[src/rtl/mem_arbiter.sv]
// mem_arbiter: shares one memory port between fetch (read-only) and data
// (read/write) requesters, one transaction in flight, data priority with a
// fetch starvation guard.
// Ports: clk, rst (async, active high); i_* fetch side; d_* data side;
// m_* memory side. Optional TOHOST_MON_EN adds done/result monitor outputs.
module mem_arbiter #(
  parameter int ADDR_W = 32,
  parameter int DATA_W = 32,
  parameter int STARVE_MAX = 4,
  parameter logic [ADDR_W-1:0] DONE_ADDR = 32'h80001004,
  parameter logic [ADDR_W-1:0] RESULT_ADDR = 32'h80001000
) (
  input  logic              clk,
  input  logic              rst,
  input  logic              i_req,
  input  logic [ADDR_W-1:0] i_addr,
  output logic              i_gnt,
  output logic              i_rvalid,
  output logic [DATA_W-1:0] i_rdata,
  input  logic              d_req,
  input  logic              d_we,
  input  logic [DATA_W/8-1:0] d_be,
  input  logic [ADDR_W-1:0] d_addr,
  input  logic [DATA_W-1:0] d_wdata,
  output logic              d_gnt,
  output logic              d_rvalid,
  output logic [DATA_W-1:0] d_rdata,
  output logic              m_req,
  output logic              m_we,
  output logic [DATA_W/8-1:0] m_be,
  output logic [ADDR_W-1:0] m_addr,
  output logic [DATA_W-1:0] m_wdata,
  input  logic              m_gnt,
  input  logic              m_rvalid,
  input  logic [DATA_W-1:0] m_rdata
`ifdef TOHOST_MON_EN
  ,
  output logic              done,
  output logic [DATA_W-1:0] result
`endif
);

  localparam int BE_W = DATA_W / 8;
  localparam int CNT_W = $clog2(STARVE_MAX + 1);
  localparam logic [CNT_W-1:0] SMAX = CNT_W'(STARVE_MAX);

  typedef enum logic [1:0] {
    IDLE, REQ, WAIT, RESP
  } state_e;

  state_e state_q;
  logic owner_q;
  logic [CNT_W-1:0] cnt_q;
  logic m_req_q, m_we_q;
  logic [BE_W-1:0] m_be_q;
  logic [ADDR_W-1:0] m_addr_q;
  logic [DATA_W-1:0] m_wdata_q;
  logic i_rvalid_q, d_rvalid_q;
  logic [DATA_W-1:0] i_rdata_q, d_rdata_q;

  logic idle, starved, f_win, d_win;

  // Grants are combinational so the winner sees gnt in its win cycle.
  assign idle = (state_q == IDLE);
  assign starved = (cnt_q == SMAX);
  assign f_win = idle & i_req & (~d_req | starved);
  assign d_win = idle & d_req & ~f_win;

  assign i_gnt = f_win;
  assign d_gnt = d_win;
  assign i_rvalid = i_rvalid_q;
  assign i_rdata = i_rdata_q;
  assign d_rvalid = d_rvalid_q;
  assign d_rdata = d_rdata_q;
  assign m_req = m_req_q;
  assign m_we = m_we_q;
  assign m_be = m_be_q;
  assign m_addr = m_addr_q;
  assign m_wdata = m_wdata_q;

  always_ff @(posedge clk or posedge rst) begin
    if (rst) begin
      state_q <= IDLE;
      owner_q <= 1'b0;
      cnt_q <= '0;
      m_req_q <= 1'b0;
      m_we_q <= 1'b0;
      m_be_q <= '0;
      m_addr_q <= '0;
      m_wdata_q <= '0;
      i_rvalid_q <= 1'b0;
      d_rvalid_q <= 1'b0;
      i_rdata_q <= '0;
      d_rdata_q <= '0;
    end else begin
      // Response outputs live only for the single RESP cycle.
      i_rvalid_q <= 1'b0;
      d_rvalid_q <= 1'b0;
      i_rdata_q <= '0;
      d_rdata_q <= '0;
      unique case (state_q)
        IDLE: begin
          if (f_win) begin
            state_q <= REQ;
            owner_q <= 1'b0;
            m_req_q <= 1'b1;
            m_we_q <= 1'b0;
            m_be_q <= '1;
            m_addr_q <= i_addr;
            m_wdata_q <= '0;
            cnt_q <= '0;
          end else if (d_win) begin
            state_q <= REQ;
            owner_q <= 1'b1;
            m_req_q <= 1'b1;
            m_we_q <= d_we;
            m_be_q <= d_be;
            m_addr_q <= d_addr;
            m_wdata_q <= d_wdata;
            if (i_req && !starved) cnt_q <= cnt_q + 1'b1;
          end
        end
        REQ: begin
          if (m_gnt) begin
            m_req_q <= 1'b0;
            state_q <= WAIT;
          end
        end
        WAIT: begin
          if (m_rvalid) begin
            state_q <= RESP;
            if (owner_q) begin
              d_rvalid_q <= 1'b1;
              d_rdata_q <= m_we_q ? '0 : m_rdata;
            end else begin
              i_rvalid_q <= 1'b1;
              i_rdata_q <= m_rdata;
            end
          end
        end
        RESP: state_q <= IDLE;
        default: state_q <= IDLE;
      endcase
    end
  end

`ifdef TOHOST_MON_EN
  logic full_wr;
  assign full_wr = d_win & d_we & (d_be == '1);

  always_ff @(posedge clk or posedge rst) begin
    if (rst) begin
      done <= 1'b0;
      result <= '0;
    end else begin
      if (full_wr && d_addr == RESULT_ADDR) result <= d_wdata;
      if (full_wr && d_addr == DONE_ADDR &&
          d_wdata == DATA_W'(32'hDEADBEEF)) done <= 1'b1;
    end
  end
`endif

endmodule

[config.mk]
export PLATFORM = sky130hd
export DESIGN_NAME = mem_arbiter
export DESIGN_NICKNAME = d
export VERILOG_FILES = /design/src/rtl/mem_arbiter.sv
export SDC_FILE = /design/constraint.sdc
export NUM_CORES = 1
export LEC_CHECK = 0
export ABC_AREA = 1
export BUFFER_PORTS_ARGS = -buffer_cell sky130_fd_sc_hd__buf_4
export CAP_MARGIN = 20
export CORE_MARGIN = 5
export CORE_UTILIZATION = 46
export CTS_CLUSTER_SIZE = 10
export DETAILED_ROUTE_END_ITERATION = 8
export GPL_ROUTABILITY_DRIVEN = 0
export GPL_TIMING_DRIVEN = 0
export PLACE_DENSITY = 0.8
export SYNTH_ARGS = -nofsm -noshare
export SYNTH_HDL_FRONTEND = slang
export SYNTH_SLANG_ARGS = --single-unit
export TNS_END_PERCENT = 100
[constraint.sdc]
create_clock -name clk -period 4.9 [get_ports clk]
set_input_delay 0.735 -clock clk [delete_from_list [all_inputs] [get_ports clk]]
set_output_delay 0.735 -clock clk [all_outputs]
set_load 0.02 [all_outputs]
# == Word-level counts from Yosys, hierarchy flattened ==
# Index checks and enable logic that the tools add are counted.
# word_totals
word_cells,71
inputBits,139
register_bits,142
# op_classes
muxes,34
n_reduce_logical,10
bitwise_logic,7
addsub,1
n_eq_ne,7
# op_table
op,n
two-way mux 32 bit,11
two-way mux 1 bit,12
two-way mux 3 bit,3
AND reduction 3 bit,3
two-way mux 2 bit,4
two-way mux 4 bit,2
case mux 2 bit (4 select lines),1
nonzero test 2 bit,3
AND 1 bit,4
equality test 2 bit (second input constant),2
inequality test 2 bit (second input constant),2
adder 3 x 1 -> 3 bit (second input constant),1
equality test 3 bit (second input constant),1
inequality test 3 x 2 -> 1 bit (second input constant),1
equality test 2 x 1 -> 1 bit (second input constant),1
zero test 2 bit,1
NOT 1 bit,2
case mux 1 bit (2 select lines),1
AND reduction 2 bit,1
logical AND 1 bit,1
zero test 1 bit,1
OR 1 bit,1

# == Depth between registers and ports, before layout ==
# depth
depth_word,8
mapped_depth,9

# == Worst setup path before layout ==
# OpenSTA, ideal clock, no wires.
# synth_timing
path_type,input port to output port
start,input port i_req
end,output port d_gnt
required_ps,4165
cell_stages,5
path_buffers,0
t_arrival_ps,1440
setup_slack_ps,2725
path_cell_list,nand2_1 -> inv_2 -> nand2_2 -> inv_1 -> nor2_1
# synth_via
elab_chain_len,4
# synth_lines
item,line,source
start: declaration,15,"input logic i_req,"
AND 1 bit (2 in series),66,assign f_win = idle & i_req & (~d_req | starved);
via i_gnt,17,"output logic i_gnt,"
NOT 1 bit,67,assign d_win = idle & d_req & ~f_win;
AND 1 bit,67,
end: declaration,25,"output logic d_gnt,"
# The timed path passes the listed nets, and every way through them passes these cells.

# == Final worst setup path ==
# layout_timing
start,register state_q[0]
end,output port d_gnt
# layout_via
elab_chain_len,5
# layout_lines
item,line,source
start: declaration,51,state_e state_q;
start signal: assignment,83,state_q <= IDLE;
start signal: assignment,104,state_q <= REQ;
start signal: assignment,113,state_q <= REQ;
zero test 2 bit (*),64,assign idle = (state_q == IDLE);
AND 1 bit (2 in series),66,
NOT 1 bit,67,
AND 1 bit (*),67,
# Mark *: on every way between the ends. The rest lies on a longest branch, timed or not.

==> flow_metrics.py <==
metrics = {
    "run_status": {
        "status": "completed",
    },
    "setup_path": {
        "cp_max_fo": 10,
        "critPathCaptureType": "output port",
        "cp.required_ps": 4160,
        "worst_setup_path_start_kind": "register",
        "path_class": "reg2out",
        "worstPathArrival_ps": 1970,
    },
    "power_and_ir_drop": {
        "p_leak_nw": 4.58,
        "vdd_ir_drop_max_mv": 0.298,
        "power.density_nw_per_um2": 617,
        "total_power_mw": 5.18,
    },
    "synth": {
        "synth_area_per_cell_um2": 9.71,
        "synth_top_area_share": 0.641,
        "ys_top_cells_by_area": "dfrtp_1, nand3_1, nor2_1, inv_1, o21ai_0",
        "syn_inst": 571,
        "synth_nets": 715,
        "synth_area_um2": 5550,
        "synth_cell_types": 20,
        "synth_warnings": 0,
        "ys_seq_area_frac": 0.641,
        "ys_seq_elements": 142,
        "yosysTopAreaCell": "dfrtp_1",
    },
    "placed_design": {
        "dpl.cell_count": 995,
        "place_hpwl_um": 12900,
        "dp_worst_setup_slack_ps": 2430,
        "port-buffer-count": 276,
        "place_area_um2": 7830,
    },
    "finish": {
        "mostFrequentLayoutCells": "buf_4, dfrtp_1, nand3_1, nor2_1, inv_1",
        "layout.nets": 1011,
        "area_delta_synth_final_pct": 51.4,
        "final_util": 0.705,
        "drive_gt1_frac": 0.389,
        "nFillCells": 902,
        "antenna_cells": 0,
        "final-instance-count-excl-fill": 1024,
        "fin_area_um2": 8390,
        "final_common_cell": "buf_4",
    },
    "detailed_routing": {
        "wl_per_cell_um": 16.8,
        "drc": 0,
        "wirelength_um": 17200,
        "vias_per_cell": 5.16,
        "drt_pre_antenna_iters": 5,
        "final_antenna_net_count": 0,
        "dr_total_vias": 5286,
        "initialDrtViolationCount": 476,
    },
    "timing": {
        "hold_ws_ps": 460,
        "slew_viol_final": 0,
        "max-slew-margin-rel": 0.551,
        "rsz0062_at_grt": "false",
        "postLayoutSetupSlackWorst_ps": 2200,
        "fin_setup_tns_ps": 0,
        "post-route-period-util": 0.552,
        "setup_viol": 0,
        "fin_crit_ps": 2700,
        "worst_pin_slew_ps": 674,
        "hold_viol": 0,
        "fmax_mhz": 370,
        "clock_skew_ps": 6.94,
    },
    "clock_network": {
        "htree_levels": 4,
        "cts_buffers": 17,
        "cts-resized-gates": 0,
        "cts_setup_buffers": 0,
        "clock-sinks": 142,
        "cts_max_path_buffers": 2,
        "cts_tree": "done",
        "path_clk_slew_ps": 60,
        "root_buffer": "clkbuf_16",
        "postCtsHoldBufs": 0,
        "clk_latency_ps": 410,
    },
    "job": {
        "drv_cap": 0,
    },
    "floorplanning": {
        "coreArea_um2": 11900,
        "design.die.area_um2": 14400,
        "die-height_um": 120,
        "rows": 40,
        "die_x_um": 120,
        "io_pins": 277,
        "start_util": 0.466,
    },
    "global_routing": {
        "overflow": 0,
        "antenna_found_initial": 0,
        "grt_pass1_wl_um": 27400,
        "groute.usage.overall": 0.244,
        "grt_pass1_vias": 5365,
        "grt_max_degree": 76,
    },
    "min_path": {
        "hold_class": "in2async",
    },
}
[registers in the layout (all words and copies together) (netlist names)]
signal,cells
m_wdata,32
owner_q,1
i_rdata,32
d_rdata,32
state_q,2
i_rvalid,1
d_rvalid,1
m_be,4
m_req,1
m_we,1
cnt_q,3
m_addr,32
[Yosys cell counts (all sizes together)]
master / n
o21ai: 35
clkbuf: 8
ha: 5
nor2: 129
nand4: 2
buf: 31
nand3: 141
o211ai: 3
nand2: 20
inv: 52
a21oi: 1
dfrtp: 142
nor3: 1
xor2: 1
[where the power goes]
part	total (mW)	internal, mW	switching, mW
logic	2.19	0.890	1.30
registers	1.75	1.55	0.201
clock network	1.24	0.788	0.451
total	5.18	3.23	1.95
[worst max-delay path, stage by stage, from the launching register on]
cell and delay [ps]:
dfrtp_1 370, inv_1 80, ha_1 250, nand2_1 120
buf_2 240, buf_2 280, nor2_1 70, buf_4 160
[kinds of logic (layout without fill, tap and decap cells)]
family,after synthesis,count (layout),synth area share
flip-flops,142,142,0.641
buffers and inverters,91,397,0.0763
AND/OR/NAND/NOR,293,293,0.234
AO/OA/AOI/OAI,39,39,0.0366
XOR/XNOR,1,1,0.00158
adder cells (fa/ha/maj),5,5,0.0113
[cell type report]
cell class                      instances  area [um^2]  share of cell area
Buffer                                 39          228              0.0271
Clock buffer                           21          440              0.0525
Clock inverter                          8          119              0.0142
Inverter                               52          200              0.0239
Multi-Input combinational cell        338         1570               0.187
Sequential cell                       142         3550               0.423
Tap cell                              147          184              0.0219
Timing Repair Buffer                  277         2100               0.250
[per-layer routing]
| metal | vias up | track usage | share of wire |
|---|---|---|---|
| met5 | - | 0 | 0 |
| met4 | 0 | 0.110 | 0.030 |
| met3 | 45 | 0.0603 | 0.074 |
| met2 | 256 | 0.414 | 0.52 |
| met1 | 2552 | 0.293 | 0.37 |
| li1 | 2433 | - | - |
[path summary, 6_finish.rpt]
path	from	to	cells after the start	slack, ps
setup / recovery	state_q[0]	d_gnt	7	2200
hold / removal	rst	m_wdata[22]	2	460
setup reg to reg	state_q[0]	m_wdata[0]	8	3230
hold reg to reg	state_q[1]	state_q[1]	2	500
max in group asynchronous	rst	m_addr[27]	3	3660
min in group clk	state_q[1]	state_q[1]	2	500
Power figures use the tool's default switching activity.
